File: src/rtl/dl_buf_pkg.sv
// Shared types and constants for the download write buffer.
// The optional byte-pair merge feature is controlled by DL_WRITE_BUFFER_MERGE_EN.
package dl_buf_pkg;

    // Default byte-address width of the download stream.
    localparam int DL_AW = 25;

    // Handshake FSM states.
    typedef enum logic {
        IDLE = 1'b0,
        WAIT = 1'b1
    } dl_state_t;

    // One captured download byte.
    typedef struct packed {
        logic [DL_AW-1:0] addr;
        logic [7:0]       data;
    } dl_entry_t;

    // Byte-enable patterns on the 16-bit write port.
    localparam logic [1:0] BE_LO = 2'b01;
    localparam logic [1:0] BE_HI = 2'b10;
    localparam logic [1:0] BE_W  = 2'b11;

    // Select the byte lane from the low address bit.
    function automatic logic [1:0] lane_be(input logic addr0);
        return addr0 ? BE_HI : BE_LO;
    endfunction

endpackage

File: src/rtl/dl_fifo.sv
// Synchronous FIFO with head and head+1 read ports and a 0/1/2 pop count.
// Full/empty are derived from the occupancy counter, not pointer equality.
// Used by dl_write_buffer; DL_WRITE_BUFFER_MERGE_EN there decides whether
// the head+1 port is consumed.
module dl_fifo #(
    parameter int DEPTH = 8,
    parameter int WIDTH = 33
) (
    input  logic                       clk,
    input  logic                       reset_n,
    input  logic                       push,
    input  logic [WIDTH-1:0]           wr_data,
    input  logic [1:0]                 pop_cnt,
    output logic                       accepted,
    output logic [WIDTH-1:0]           head,
    output logic [WIDTH-1:0]           head_next,
    output logic [$clog2(DEPTH):0]     level
);

    localparam int PW = $clog2(DEPTH);
    localparam int LW = PW + 1;

    logic [WIDTH-1:0] mem [DEPTH];
    logic [PW-1:0]    wr_ptr_reg;
    logic [PW-1:0]    rd_ptr_reg;
    logic [LW-1:0]    level_reg;

    // A push is taken when there is room, or when a pop frees room this cycle.
    assign accepted  = push && ((level_reg != LW'(DEPTH)) || (pop_cnt != 2'd0));
    assign head      = mem[rd_ptr_reg];
    assign head_next = mem[rd_ptr_reg + PW'(1)];
    assign level     = level_reg;

    // Storage write; contents need no reset since level gates every read.
    always_ff @(posedge clk) begin
        if (accepted) begin
            mem[wr_ptr_reg] <= wr_data;
        end
    end

    // Pointers wrap naturally at DEPTH; occupancy tracks push minus pops.
    always_ff @(posedge clk or negedge reset_n) begin
        if (!reset_n) begin
            wr_ptr_reg <= '0;
            rd_ptr_reg <= '0;
            level_reg  <= '0;
        end else begin
            if (accepted) begin
                wr_ptr_reg <= wr_ptr_reg + PW'(1);
            end
            rd_ptr_reg <= rd_ptr_reg + PW'(pop_cnt);
            level_reg  <= level_reg + LW'(accepted) - LW'(pop_cnt);
        end
    end

endmodule

File: src/rtl/dl_write_buffer.sv
// Download write buffer: captures byte strobes from the download receiver
// into a FIFO and replays them to the 16-bit SDRAM write port via req/ack.
// Define DL_WRITE_BUFFER_MERGE_EN to combine an aligned even/odd byte pair
// at the head of the FIFO into one full-word write.
import dl_buf_pkg::*;

module dl_write_buffer #(
    parameter int DEPTH = 8,
    parameter int AW    = DL_AW
) (
    input  logic                   clk,
    input  logic                   reset_n,
    input  logic                   dl_wr,
    input  logic [AW-1:0]          dl_addr,
    input  logic [7:0]             dl_data,
    input  logic                   dl_active,
    output logic                   mem_req,
    output logic [AW-2:0]          mem_addr,
    output logic [15:0]            mem_din,
    output logic [1:0]             mem_be,
    input  logic                   mem_ack,
    output logic                   cpu_hold,
    output logic                   overflow,
    output logic [$clog2(DEPTH):0] level
);

    localparam int LW = $clog2(DEPTH) + 1;
    localparam int EW = AW + 8;

    dl_state_t     state_reg;
    dl_state_t     state_next;
    logic          load;
    logic [1:0]    pop_cnt;
    logic          accepted;
    logic [EW-1:0] head;
    logic [EW-1:0] head_next;
    logic [AW-1:0] head_addr;
    logic [7:0]    head_data;
    logic          merge_ok;
    logic          merged_reg;
    logic          active_d_reg;

    assign head_addr = head[EW-1:8];
    assign head_data = head[7:0];

    dl_fifo #(
        .DEPTH (DEPTH),
        .WIDTH (EW)
    ) u_fifo (
        .clk       (clk),
        .reset_n   (reset_n),
        .push      (dl_wr),
        .wr_data   ({dl_addr, dl_data}),
        .pop_cnt   (pop_cnt),
        .accepted  (accepted),
        .head      (head),
        .head_next (head_next),
        .level     (level)
    );

`ifdef DL_WRITE_BUFFER_MERGE_EN
    logic [AW-1:0] next_addr;
    assign next_addr = head_next[EW-1:8];
    // Merge an even-addressed head with its odd neighbour sitting right behind it.
    assign merge_ok  = (level >= LW'(2)) && !head_addr[0] &&
                       (next_addr == head_addr + AW'(1));
`else
    logic [EW-1:0] unused_head_next;
    assign unused_head_next = head_next;
    assign merge_ok         = 1'b0;
`endif

    // State register.
    always_ff @(posedge clk or negedge reset_n) begin
        if (!reset_n) begin
            state_reg <= IDLE;
        end else begin
            state_reg <= state_next;
        end
    end

    // Next state, request load and pop count.
    always_comb begin
        state_next = state_reg;
        load       = 1'b0;
        pop_cnt    = 2'd0;
        case (state_reg)
            IDLE: begin
                if (level != '0) begin
                    load       = 1'b1;
                    state_next = WAIT;
                end
            end
            WAIT: begin
                if (mem_ack) begin
                    pop_cnt    = merged_reg ? 2'd2 : 2'd1;
                    state_next = IDLE;
                end
            end
            default: state_next = IDLE;
        endcase
    end

    // Request outputs: loaded from the head in IDLE, held stable through WAIT.
    always_ff @(posedge clk or negedge reset_n) begin
        if (!reset_n) begin
            mem_req    <= 1'b0;
            mem_addr   <= '0;
            mem_din    <= '0;
            mem_be     <= '0;
            merged_reg <= 1'b0;
        end else if (load) begin
            mem_req  <= 1'b1;
            mem_addr <= head_addr[AW-1:1];
            if (merge_ok) begin
                mem_din    <= {head_next[7:0], head_data};
                mem_be     <= BE_W;
                merged_reg <= 1'b1;
            end else begin
                mem_din    <= {head_data, head_data};
                mem_be     <= lane_be(head_addr[0]);
                merged_reg <= 1'b0;
            end
        end else if (state_reg == WAIT && mem_ack) begin
            mem_req <= 1'b0;
        end
    end

    // Sticky drop flag, cleared on a new download; CPU hold while anything is pending.
    always_ff @(posedge clk or negedge reset_n) begin
        if (!reset_n) begin
            active_d_reg <= 1'b0;
            overflow     <= 1'b0;
            cpu_hold     <= 1'b0;
        end else begin
            active_d_reg <= dl_active;
            if (dl_wr && !accepted) begin
                overflow <= 1'b1;
            end else if (dl_active && !active_d_reg) begin
                overflow <= 1'b0;
            end
            cpu_hold <= dl_active || (level != '0) || (state_reg != IDLE);
        end
    end

endmodule

File: config.mk
export PLATFORM = sky130hd
export DESIGN_NAME = dl_write_buffer
export DESIGN_NICKNAME = d
export VERILOG_FILES = /design/src/rtl/dl_buf_pkg.sv /design/src/rtl/dl_fifo.sv /design/src/rtl/dl_write_buffer.sv
export SDC_FILE = /design/constraint.sdc
export NUM_CORES = 1
export LEC_CHECK = 0
export ABC_AREA = 1
export CAP_MARGIN = 10
export CELL_PAD_IN_SITES_DETAIL_PLACEMENT = 2
export CELL_PAD_IN_SITES_GLOBAL_PLACEMENT = 2
export CORE_MARGIN = 3
export CORE_UTILIZATION = 30
export DETAILED_ROUTE_END_ITERATION = 10
export GPL_TIMING_DRIVEN = 0
export PLACE_DENSITY_LB_ADDON = 0.1
export SLEW_MARGIN = 15
export SYNTH_ARGS = -nofsm -noshare
export SYNTH_HDL_FRONTEND = slang
export SYNTH_SLANG_ARGS = --single-unit
File: constraint.sdc
create_clock -name clk -period 10.5 [get_ports clk]
set_input_delay 2.1 -clock clk [delete_from_list [all_inputs] [get_ports clk]]
set_output_delay 2.1 -clock clk [all_outputs]
set_load 0.02 [all_outputs]
### Word-level counts from Yosys, hierarchy flattened

Memories as Yosys holds them, arrays and structs flattened.
Cells that the tools add are included.

* eq/ne operators: 1
* multiply operators: 0
* order comparisons: 0
* reduce and logical (&&, ||, !) cells: 13
* divide/modulo/power cells: 0
* bitwise gates (word level): 1
* add/sub/neg operators: 4
* multiplexer cells: 13
* shift-type cells: 0

Operators with widths (count)
* two-way mux 1 bit: 10
* nonzero test 2 bit: 3
* adder 4 x 1 -> 4 bit: 1
* logical AND 1 bit: 4
* two-way mux 2 bit: 2
* != test 4 bit, second input constant: 1
* nonzero test 4 bit: 1
* subtractor 4 x 2 -> 4 bit: 1
* adder 3 x 1 -> 3 bit, second input constant: 1
* adder 3 x 2 -> 3 bit: 1
* logical OR 1 bit: 3
* logical NOT 1 bit: 2
* case mux 1 bit (2 select lines): 1
* NOT 1 bit: 1

* output and inout bits: 49
* bits in read-only memories: 0
* flip-flop bits (word level): 57
* memories kept: 1
* bits in latches: 0
* memory bits (writable): 264
* word-level logic and storage cells: 44
* bits of input ports: 38

Memories
* u_fifo.mem: depth 8, bits a word 33, read ports 1, clocked after memory_dff 0, write ports 1, RTL line dl_fifo.sv:23 `logic [WIDTH-1:0] mem [DEPTH];`

### Logic depth before layout (Yosys ltp)

Gate-level depths: netlist of run 1.

* depth in word-level cells: 8
* gate-level depth with buffers: 10
* depth with buffers taken out: 9

### Cells and area by module

From an unflattened synthesis of run 1, not the netlist that was laid out.

* cell total of the unflattened synthesis: 1997
* area, all modules: 16209.3 um^2

Modules (own cells, without submodules)
* dl_fifo: area each 14599.0 um^2, cells each 1823, times used 1
* dl_write_buffer: area each 1610.3 um^2, cells each 174, times used 1

### Worst setup path after synthesis of run 1

Ideal clock, no wire load.

* path type: input to register
* from: input mem_ack
* to: memory u_fifo.mem[6][0] (enable)
* path buffers: 1
* data required time: 10035 ps
* stages: 5
* path slack: 5296 ps
* data arrival time: 4739 ps
* path through: nand2_1 nand3_1 nand2_1 buf_4 nor3_1

* word-level cells in the longest chain between the ends: 7

Ends and longest elaborated chain
* start, declared: RTL line dl_write_buffer.sv:21 `input logic mem_ack,`
* two-way mux 1 bit: RTL line dl_write_buffer.sv:95 `if (mem_ack) begin`
* two-way mux 2 bit: RTL line dl_write_buffer.sv:87 `case (state_reg)`
* nonzero test 2 bit: RTL line dl_fifo.sv:29 `assign accepted = push && ((level_reg != LW'(DEPTH)) || (pop_cnt != 2'd0));`
* logical OR 1 bit: RTL line dl_fifo.sv:29
* logical AND 1 bit: RTL line dl_fifo.sv:29
* two-way mux 1 bit: RTL line dl_fifo.sv:36 `if (accepted) begin`
* two-way mux 1 bit (implied by the code): RTL line dl_fifo.sv:37 `mem[wr_ptr_reg] <= wr_data;`
* end, declared: RTL line dl_fifo.sv:23

No other way between the ends.

### Worst setup path in the final report of run 1

* from: input mem_ack
* to: memory u_fifo.mem[5][4] (enable)

Same word-level chain as after synthesis.

==> results of run 1 <==
## Yosys cell counts (all sizes together)
cell	n	area [µm²]
fa	1	20.0
clkbuf	10	37.5
edfxtp	264	7930
nand3	203	1020
dfrtp	49	1230
nor2	5	26.3
xor2	4	35.0
xnor2	1	8.76
nand2	408	1530
nor3b	1	18.8
buf	55	384
a21oi	2	10.0
ha	9	113
inv	218	821
o21ai	3	15.0
clkinv	1	3.75
nor3	8	40.0
## worst paths after layout
check,from,to,slack [ns],cells past startpoint
max,mem_ack,u_fifo.mem[5][4],6.44,9
min,mem_addr[19],mem_addr[19],0.48,2
max reg2reg,u_fifo.level[2],u_fifo.mem[5][4],7.93,9
min reg2reg,mem_addr[19],mem_addr[19],0.48,2
max in group asynchronous,reset_n,mem_addr[18],8.56,2
min in group asynchronous,reset_n,mem_din[7],1.41,1
## through the flow
step | instance area [µm²] | instances
finish | 16400 | 2024
global route | 16400 | 2024
CTS | 16400 | 2024
detailed placement | 15200 | 1954
global placement | 14800 | 1913
floorplan | 13200 | 1242
## metal layers
| metal | wire length (µm) | vias to the layer above | GRT usage (%) |
|---|---|---|---|
| li1 | - | 4328 | - |
| met1 | 18800 | 4716 | 23.6 |
| met2 | 21900 | 142 | 33.5 |
| met3 | 1450 | 67 | 2.94 |
| met4 | 1050 | 0 | 5.08 |
| met5 | 0 | - | 0 |
## kinds of logic after synthesis
kind of cell / after synthesis / share of synthesized area [%]
and+or+nand+nor: 625 / 19.9
DFF: 313 / 69.2
buffers and inverters: 284 / 9.42
adders and majority gates: 10 / 1.00
AOI/OAI and AO/OA: 5 / 0.189
xor gates and xnor gates: 5 / 0.331
## power by group
part	internal [mW]	switching [mW]	leakage (nW)
registers	1.60	0.0955	2.99
logic	0.615	1.22	3.56
clock network	0.764	0.515	0.588
## layout by cell type (no fill, tap or decap)
cell	instances
inv_4	1
nor2_1	4
nor3_2	8
clkbuf_16	41
nand2_1	408
buf_16	1
xnor2_1	1
nor3b_4	1
clkbuf_1	22
xor2_1	4
bufinv_16	1
buf_1	1
buf_4	53
clkinv_2	2
edfxtp_1	264
clkinv_4	1
inv_2	2
a21oi_1	2
buf_2	25
clkdlybuf4s50_1	85
inv_1	215
dfrtp_1	49
nor2_4	1
clkinv_1	10
clkbuf_8	4
nand3_1	203
fa_1	1
o21ai_0	3
buf_6	17
ha_1	9
## critical path, cell delays in order
cell and delay [ns]:
clkdlybuf4s50_1 0.46, nand2_1 0.07, nand3_1 0.12, nand2_1 0.11, buf_4 0.21, nor3_2 0.59, buf_6 0.24, buf_4 0.21
buf_6 0.17
## cell type report
cell class	count	share of cell area, %
inverter	219	5.02
clock buffer	57	6.86
clock inverter	13	0.503
buffer	65	2.57
tap	585	4.46
multi-input combinational	645	17.5
timing repair buffer	127	7.38
sequential	313	55.7
==> summary.md, run 1 <==
| Metric | Value |
|---|---|
| Post-DRT Antenna Nets | 0 |
| Setup TNS | 0 ns |
| Status | finished, final reports clean |
| Wire length per cell | 21.3 µm |
| Chip Width | 216 µm |
| Core Rows | 76 |
| Num CTS Buffers | 38 |
| Vias in the first global route | 10,095 |
| RSZ-0062 raised after global routing | no |
| Share of cells above drive strength 1 | 11.0% |
| Yosys warning count | 0 |
| Fin util | 37.9% |
| Routed vias | 9,253 |
| Count of different cell masters after synthesis | 23 |
| Maximum VDD drop | 146 µV |
| Max_cap viols | 0 |
| CP Max Fanout | 10 |
| Synthesized net count | 1,290 |
| Max Freq | 0.247 GHz |
| CTS tree | done |
| Clk_skew | 0.0166 ns |
| Ant diodes | 0 |
| Final cycle utilization of the critical path | 38.6% |
| Sink Count | between 300 and 400 |
| Leak | between 7 and 8 nW |
| Core Footprint | 0.0434 mm² |
| Biggest regs | u_fifo.mem: 264 flops, mem_addr: 24 flops, mem_din: 8 flops |
| Aggregate global routing overflow | 0 |
| Post-place setup slack | 5.88 ns |
| HP Class | flip-flop to flip-flop |
| Resized Gates After CTS | 0 |
| Crit path capture type | flip-flop |
| Fillers | 4,656 |
| Pins Over Slew Limit | 0 |
| Avg Vias per Cell | about 4.6 |
| Crit path DAT | about 4.3 ns |
| Clk_lat worst skew | 0.55 ns |
| Worst-case clock buffer depth | 3 |
| Drt drc | 0 |
| Number of setup buffers added after CTS | 0 |
| Critical path required time | 10.74 ns |
| Initial Util | 30.5% |
| GRT Overall Usage | 18.7% |
| Layout net count | about 1,500 |
| Final wirelength | 43.2 mm |
| Synth Cell Area | 0.0132 mm² |
| Seq cells post-synth | ~310 |
| Post-CTS Hold Buffers | 0 |
| Setup ws final | 6.44 ns |
| PD cells | 293 mW/mm² |
| Area of the multi-input gates | 0.00287 mm² |
| Area Overhead vs Synth | 24.1% |
| Sequential cell area | between 0.009 and 0.01 mm² |
| Hpwl dp | roughly 29 mm |
| PortBufs | 86 |
| Max H-tree Level | 2 |
| Synth Area per Inst | 10.7 µm² |
| Min Hold Slack | 0.476 ns |
| Clock root buffer | clkbuf_16 |
| Syn Inst Count | 1,242 |
| Largest net degree at the start of global routing | a little over 40 |
| Routability cong. | between 0.7 and 0.8 |
| Global-route wire length before repair | 64.2 mm |
| Worst slew pin tran | 1.07 ns |
| WS Path Type | input pin to flip-flop |
| Slew HR | 28.4% |
| # IOs | 87 |
| Drt first-iter violations | 432 |
| Sequential area share after synthesis | 69.2% |
| Fin. Hold Viols | 0 |
| Die Span Y | 216 µm |
| Fin crit period | 4.06 ns |
| Largest Register | u_fifo.mem |
| Total power | 4.81 mW |
| Final setup fails | 0 |
| Critical path startpoint category | input pin |
| Clk slew on worst S/H paths | approximately 0.06 ns |
| Initial DRT Pass Iterations | 5 |
| Max FFs per register | 264 |
| Initial antenna violation count | 0 |
| Die Area | 0.0467 mm² |
(Power assumes the default switching activity.)
==> run 2: changes to the inputs <==
==> constraint.sdc (replaced) <==
create_clock -name clk -period 4.2 [get_ports clk]
set_input_delay 0.84 -clock clk [delete_from_list [all_inputs] [get_ports clk]]
set_output_delay 0.84 -clock clk [all_outputs]
set_load 0.02 [all_outputs]
==> results of run 2 <==
Same layout as run 1 (identical final DEF). Status: finished, final reports clean.
Main changes from that run: setup slack after placement 5.88 ns -> 0.844 ns; setup slack after layout 6.44 ns -> 1.40 ns; hold slack 0.476 ns -> 0.154 ns; register-to-register setup slack 7.93 ns -> 1.63 ns; total power 4.81 mW -> 12.0 mW; worst IR drop on VDD 146 µV -> 366 µV
